### src/rtl/pll_seq_pkg.sv
// Shared types and widths for the PLL reset/lock sequencer.
package pll_seq_pkg;

  localparam int CNT_W  = 16;
  localparam int LOST_W = 8;

  typedef enum logic [2:0] {
    PLL_RST,
    WAIT_LOCK,
    STABLE,
    HOLD,
    RUN
  } seq_state_t;

  // Output levels for a given state: {pll_rst, sys_rst, ready}
  function automatic logic [2:0] state_outputs(seq_state_t s);
    case (s)
      PLL_RST: state_outputs = 3'b110;
      RUN:     state_outputs = 3'b001;
      default: state_outputs = 3'b010;
    endcase
  endfunction

endpackage

### src/rtl/sync_2ff.sv
// Generic two-flop synchronizer with asynchronous active-high reset.
module sync_2ff (
  input  logic clk,
  input  logic rst,
  input  logic d,
  output logic q
);

  logic meta;

  always_ff @(posedge clk or posedge rst) begin
    if (rst) begin
      meta <= 1'b0;
      q    <= 1'b0;
    end else begin
      meta <= d;
      q    <= meta;
    end
  end

endmodule

### src/rtl/pll_rst_sequencer.sv
// PLL reset/lock sequencer: pulses the PLL reset, qualifies lock, then
// releases system reset; re-runs the sequence on loss, relock or timeout.
//
// state     | meaning
// PLL_RST   | PLL reset asserted for PLL_RST_CYCLES
// WAIT_LOCK | waiting for lock, bounded by LOCK_TIMEOUT
// STABLE    | lock must stay high LOCK_STABLE_CYCLES
// HOLD      | system reset held SYS_RST_HOLD more cycles
// RUN       | system out of reset, ready
module pll_rst_sequencer
  import pll_seq_pkg::*;
#(
  parameter int PLL_RST_CYCLES     = 16,
  parameter int LOCK_STABLE_CYCLES = 256,
  parameter int SYS_RST_HOLD       = 32,
  parameter int LOCK_TIMEOUT       = 65535
) (
  input  logic              i_clk,
  input  logic              i_rst,
  input  logic              i_pll_locked,
  input  logic              i_relock_req,
  output logic              o_pll_rst,
  output logic              o_sys_rst,
  output logic              o_ready,
  output logic              o_timeout,
  output logic [LOST_W-1:0] o_lost_cnt
);

  localparam logic [CNT_W-1:0] TC_PLL_RST = CNT_W'(PLL_RST_CYCLES - 1);
  localparam logic [CNT_W-1:0] TC_STABLE  = CNT_W'(LOCK_STABLE_CYCLES - 1);
  localparam logic [CNT_W-1:0] TC_HOLD    = CNT_W'(SYS_RST_HOLD - 1);
  localparam logic [CNT_W-1:0] TC_TIMEOUT = CNT_W'(LOCK_TIMEOUT - 1);

  seq_state_t       state, nxt;
  logic [CNT_W-1:0] cnt;
  logic             lock_s;
  logic             timeout_hit;
  logic             loss_hit;

  sync_2ff u_lock_sync (
    .clk (i_clk),
    .rst (i_rst),
    .d   (i_pll_locked),
    .q   (lock_s)
  );

  // Lock arriving on the timeout cycle takes priority, so no timeout is flagged.
  always_comb begin
    nxt         = state;
    timeout_hit = 1'b0;
    loss_hit    = 1'b0;
    case (state)
      PLL_RST: begin
        if (cnt == TC_PLL_RST) nxt = WAIT_LOCK;
      end
      WAIT_LOCK: begin
        if (lock_s) begin
          nxt = STABLE;
        end else if (cnt == TC_TIMEOUT) begin
          nxt         = PLL_RST;
          timeout_hit = 1'b1;
        end
      end
      STABLE: begin
        if (!lock_s)                nxt = WAIT_LOCK;
        else if (cnt == TC_STABLE)  nxt = HOLD;
      end
      HOLD: begin
        if (!lock_s)                nxt = WAIT_LOCK;
        else if (cnt == TC_HOLD)    nxt = RUN;
      end
      RUN: begin
        if (!lock_s) begin
          nxt      = PLL_RST;
          loss_hit = 1'b1;
        end else if (i_relock_req) begin
          nxt = PLL_RST;
        end
      end
      default: nxt = PLL_RST;
    endcase
  end

  always_ff @(posedge i_clk or posedge i_rst) begin
    if (i_rst) begin
      state      <= PLL_RST;
      cnt        <= '0;
      o_pll_rst  <= 1'b1;
      o_sys_rst  <= 1'b1;
      o_ready    <= 1'b0;
      o_timeout  <= 1'b0;
      o_lost_cnt <= '0;
    end else begin
      state <= nxt;
      if (nxt != state)
        cnt <= '0;
      else if (state != RUN)
        cnt <= cnt + 16'd1;
      {o_pll_rst, o_sys_rst, o_ready} <= state_outputs(nxt);
      if (timeout_hit)
        o_timeout <= 1'b1;
      if (loss_hit && (o_lost_cnt != {LOST_W{1'b1}}))
        o_lost_cnt <= o_lost_cnt + 8'd1;
    end
  end

endmodule

### config.mk
export PLATFORM = sky130hd
export DESIGN_NAME = pll_rst_sequencer
export DESIGN_NICKNAME = d
export VERILOG_FILES = /design/src/rtl/pll_seq_pkg.sv /design/src/rtl/sync_2ff.sv /design/src/rtl/pll_rst_sequencer.sv
export SDC_FILE = /design/constraint.sdc
export NUM_CORES = 1
export LEC_CHECK = 0
export BUFFER_PORTS_ARGS = -buffer_cell sky130_fd_sc_hd__buf_2
export CAP_MARGIN = 25
export CORE_AREA = 2 2 74 76
export DETAILED_ROUTE_END_ITERATION = 10
export DIE_AREA = 0 0 76 78
export GPL_TIMING_DRIVEN = 0
export PLACE_DENSITY = 0.47
export SYNTH_ARGS = -nofsm -noshare
export SYNTH_HDL_FRONTEND = slang
export SYNTH_SLANG_ARGS = --single-unit
### constraint.sdc
create_clock -name i_clk -period 2.8 [get_ports i_clk]
set_clock_uncertainty 0.1 [all_clocks]
set_input_delay 0 -clock i_clk [delete_from_list [all_inputs] [get_ports i_clk]]
set_output_delay 0 -clock i_clk [all_outputs]
set_load 0.02 [all_outputs]
# [Word level (Yosys, flattened, before mapping)]
# Cells that the tools add are included.
[word_totals] reg_bits=33 in_bits=4 out_inout_bits=12 elab_cells=45
[classes] addsub=2 eq_ne=12 n_mux=18 n_reduce_logical=4
[op_table] op="$mux W16" n=2
[op_table] op="$mux W3" n=9
[op_table] op="$add A16 B1 Y16 const B" n=1
[op_table] op="$eq A16 B16 Y1 const B" n=1
[op_table] op="$eq A16 B4 Y1 const B" n=1
[op_table] op="$eq A16 B5 Y1 const B" n=1
[op_table] op="$eq A16 B8 Y1 const B" n=1
[op_table] op="$pmux W3 S5" n=1
[op_table] op="$add A8 B1 Y8 const B" n=1
[op_table] op="$ne A8 B8 Y1 const B" n=1
[op_table] op="$eq A3 B2 Y1 const B" n=2
[op_table] op="$eq A3 B3 Y1 const B" n=2
[op_table] op="$logic_not A3 Y1" n=2
[op_table] op="$pmux W3 S2" n=1
[op_table] op="$mux W1" n=5
[op_table] op="$eq A3 B1 Y1 const B" n=1
[op_table] op="$ne A3 B3 Y1" n=1
[op_table] op="$ne A3 B3 Y1 const B" n=1
[op_table] op="$reduce_bool A2 Y1" n=1
[op_table] op="$logic_and A1 B1 Y1" n=1

# [Depth between registers and ports, before layout]
[logic_depth] ltp_word=6 depth_mapped=8 depth_no_buf=7

# [By module]
# Synthesis repeated with hierarchy kept, for this count alone.
[hier_totals] hier_cells=158 hier_area_um2=1656.6
[modules_own_cells] module="pll_rst_sequencer" instances=1 cells_per_inst=155 area_each_um2=1602.8 seq_area_each_um2=778.2
[modules_own_cells] module="sync_2ff" instances=1 cells_per_inst=3 area_each_um2=53.8 seq_area_each_um2=50.0

# [Worst setup path after synthesis]
# No wires, ideal clock.
[synth_timing] kind="flip-flop to flip-flop" start="register cnt[15]" end="register cnt[0]" setup_ps=123 arrival_ps=1913 required_ps=2577 slack_ps=664 stages_incl_launch_ff=7 n_path_buf=1 synth_period_minus_slack_ps=2136 path_cell_list="dfrtp_1 > or4_4 > nor4_4 > nand2_2 > a32oi_4 > buf_6 > nor3_1"
[synth_between] elab_chain_cells=6 word_cells_on_any_way=15 classes_between="eq/ne: 5; mux: 9; reduce/logical: 1"
[synth_rtl] item="start: declaration" line="pll_rst_sequencer.sv:35" text="logic [CNT_W-1:0] cnt;"
[synth_rtl] item="start signal: assignment" line="pll_rst_sequencer.sv:98" text="cnt <= cnt + 16'd1;"
[synth_rtl] item="$eq A16 B5 Y1 (tied with other cells)" line="pll_rst_sequencer.sv:70" text="else if (cnt == TC_HOLD) nxt = RUN;"
[synth_rtl] item="$mux W3 (on tied branches)" line="pll_rst_sequencer.sv:70, pll_rst_sequencer.sv:59, pll_rst_sequencer.sv:66"
[synth_rtl] item="$mux W3 (on tied branches)" line="pll_rst_sequencer.sv:69, pll_rst_sequencer.sv:57, pll_rst_sequencer.sv:65"
[synth_rtl] item="$pmux W3 S5 (*)" line="pll_rst_sequencer.sv:52" text="case (state)"
[synth_rtl] item="$ne A3 B3 Y1 (*)" line="pll_rst_sequencer.sv:95" text="if (nxt != state)"
[synth_rtl] item="$mux W16 or $reduce_bool A2 Y1 (tied branches)"
# Every way passes the cells marked *; elsewhere a longest branch is shown, timed or not.
# A chain may end at the register's enable or synchronous reset.

# [Worst setup path after layout]
[layout_timing] start="register cnt[4]" end="register cnt[0]"
# The elaborated chain is that of the path after synthesis.

==> metrics <==
clock slew at reported path FFs=approximately 70 ps; Setup Crit Path Kind=register to register; routed wire length per instance=around 13 microns; CTS HTree Levels=2; Register-to-Register Path Depth=7; placer's final routability congestion estimate=around 0.8; initial core utilization=roughly 33%; outcome=complete, no violations; Post-synth top cells=31 x dfrtp_1, 23 x nor2_1, 13 x xor2_1; share of the synthesized area in the top cell type=a little under half; r2r startpoint=cnt[4]; total design power=approximately 1.2 mW; I/O pins=16; DRC=0; CTS max path bufs=2; Sink Count=33; Setup TNS=0 ps; syn avg cell area=roughly 10 sq um; reg2reg setup slack=420 ps; YS warnings=0; worst skew pair latency=290 ps; Finished Core Util=~40%; DP HPWL=approximately 2.5 mm; Seq cells post-synth=33; Core ar.=roughly 5000 sq um; final WL=3.50 mm; WP data arrival=between 2000 and 2500 ps; largest net degree at the start of global routing=20; reg2reg end=cnt[0]; syn nets=around 170; Power Density=between 500 and 600 nW/um^2; # diodes=0; Max Fanout on Critical Path=10; Hold Path Class=input pin to async pin; Hold Vio Cnt, Final=0; Critical Path Sink=cnt[0]; CP Capture Type=register; DP Cell Count=250; sequential fraction of the synthesis area=around half; Buffers on Ports=15; final instance area=between 1500 and 2000 sq um; setup bufs post-CTS=0; Total Routing Usage GR=between 10% and 20%; Synth async-reset ratio=100%; Finished Layout Cells=262; critical path startpoint=cnt[4]; cell area after synthesis=1690 sq um; die width=around 76 microns; Post-Synthesis Cells=between 150 and 200; final period demand of the worst path=approximately 2400 ps; routed via count=1261; Max Freq=420 MHz; Final setup viols=0; antenna viol nets, final=0; CP Launch Type=register; nets@finish=between 150 and 200; worst vdd ir=around 0.26 mV; share of cells above drive strength 1=approximately 19%; drt initial violations=58; total gr overflow=0; Slew Limit Fails=0; max_cap viols=0; max_slew headroom=~47%; unrepaired setup endpoints after global routing=false; drt via density=roughly 4.8; number of synthesized flops with an enable pin=0; Site Rows=26; CTS tree=done; CTS buffer count=5; number of antenna violations at the first check in global routing=0; post-route clock period utilization=between 80 and 90%; placed cell area=1880 sq um; synth unique cells=36; worst hold slack=about 230 ps; Root Buffer=clkbuf_8; most common cell in the netlist=dfrtp_1; global-route wire length before repair=6.13 mm; vias in the first global route=approximately 1300; Post-Place Setup Slack=430 ps; largest cells by area after synthesis=dfrtp_1 46%, xor2_1 6.8%, nor2_1 5.1%, xnor2_1 4.7%, nand3_1 3.3%; Pleak=0.902 nW; CP Data Required Time=2880 ps; dominant synthesized flop cell=dfrtp_1; Setup WS post-layout=~420 ps; cell taking the most area after synthesis=dfrtp_1; die footprint=slightly below 6000 sq um; worst slew pin tran=roughly 790 ps; Area Overhead vs Synth=18.5%; drt first pass iters=4; Die Y=slightly below 80 microns
-- layer usage --
metal	share of wire [%]	vias up	global-route usage [%]
met4	2.1	0	6.00
li1	-	621	-
met5	0	-	0
met3	3.6	7	3.37
met2	43	22	19.6
met1	51	611	18.2
-- repair_timing --
action,CTS,global route
resized for setup,0,0
hold buffers,3,0
hold endpoints to repair,17,0
-- final cells by class --
| cell class | instances | area, sq um |
|---|---|---|
| multi-input combinational | 121 | 810 |
| tap | 70 | 87.6 |
| sequential | 33 | 828 |
| clock inverter | 3 | 17.5 |
| buffer | 7 | 37.5 |
| timing repair buffer | 20 | 138 |
| clock buffer | 5 | 68.8 |
| inverter | 3 | 11.3 |
| fill | 517 | 3040 |
-- worst min-delay path by stage --
stage / startpoint / endpoint / slack (ps) / depth (start not counted)
2_1_floorplan: i_pll_locked / u_lock_sync.meta / -70 / 0
3_3_place_gp: i_pll_locked / u_lock_sync.meta / 8 / 1
3_5_place_dp: i_pll_locked / u_lock_sync.meta / 10 / 1
4_1_cts: u_lock_sync.meta / u_lock_sync.q / 250 / 0
5_1_grt: i_pll_locked / u_lock_sync.meta / 280 / 2
6_report: i_rst / o_lost_cnt[6] / 230 / 3
-- state kept, by name (all words and copies together) (netlist names) --
name / count
state: 3
o_lost_cnt: 8
u_lock_sync.q: 1
cnt: 16
o_pll_rst: 1
o_sys_rst: 1
u_lock_sync.meta: 1
o_ready: 1
o_timeout: 1
-- cells by family (layout without fill, tap and decap cells) --
| logic type | Yosys count | count (layout) | synth area share (%) |
|---|---|---|---|
| muxes | 2 | 2 | 1.34 |
| buffers and inverters | 10 | 38 | 2.89 |
| DFF | 33 | 33 | 49.1 |
| and+or+nand+nor | 82 | 82 | 26.3 |
| adders and majority gates | 3 | 3 | 2.23 |
| AOI/OAI and AO/OA | 12 | 12 | 6.68 |
| xor gates and xnor gates | 22 | 22 | 11.4 |
-- worst max-delay path: stages (launching register included) --
cell,delay (ps)
dfrtp_1,320
clkbuf_1,330
nand4_1,190
nor4_1,480
o21ai_0,250
a32oi_4,340
buf_6,200
nor3_1,60
-- report_power, final --
group	switching (mW)	internal, mW
combinational	0.178	0.121
sequential	0.0191	0.517
clock	0.185	0.171
total	0.382	0.810
-- layout by cell type (no fill, tap or decap), drive strengths merged, types with 4 or more instances in the layout --
master  count
nor2       23
nor3        8
xor2       13
clkbuf     11
buf        18
nand2      13
nand4       6
o21ai       4
xnor2       9
nand3      11
dfrtp      31
Power figures use the tool's default switching activity.
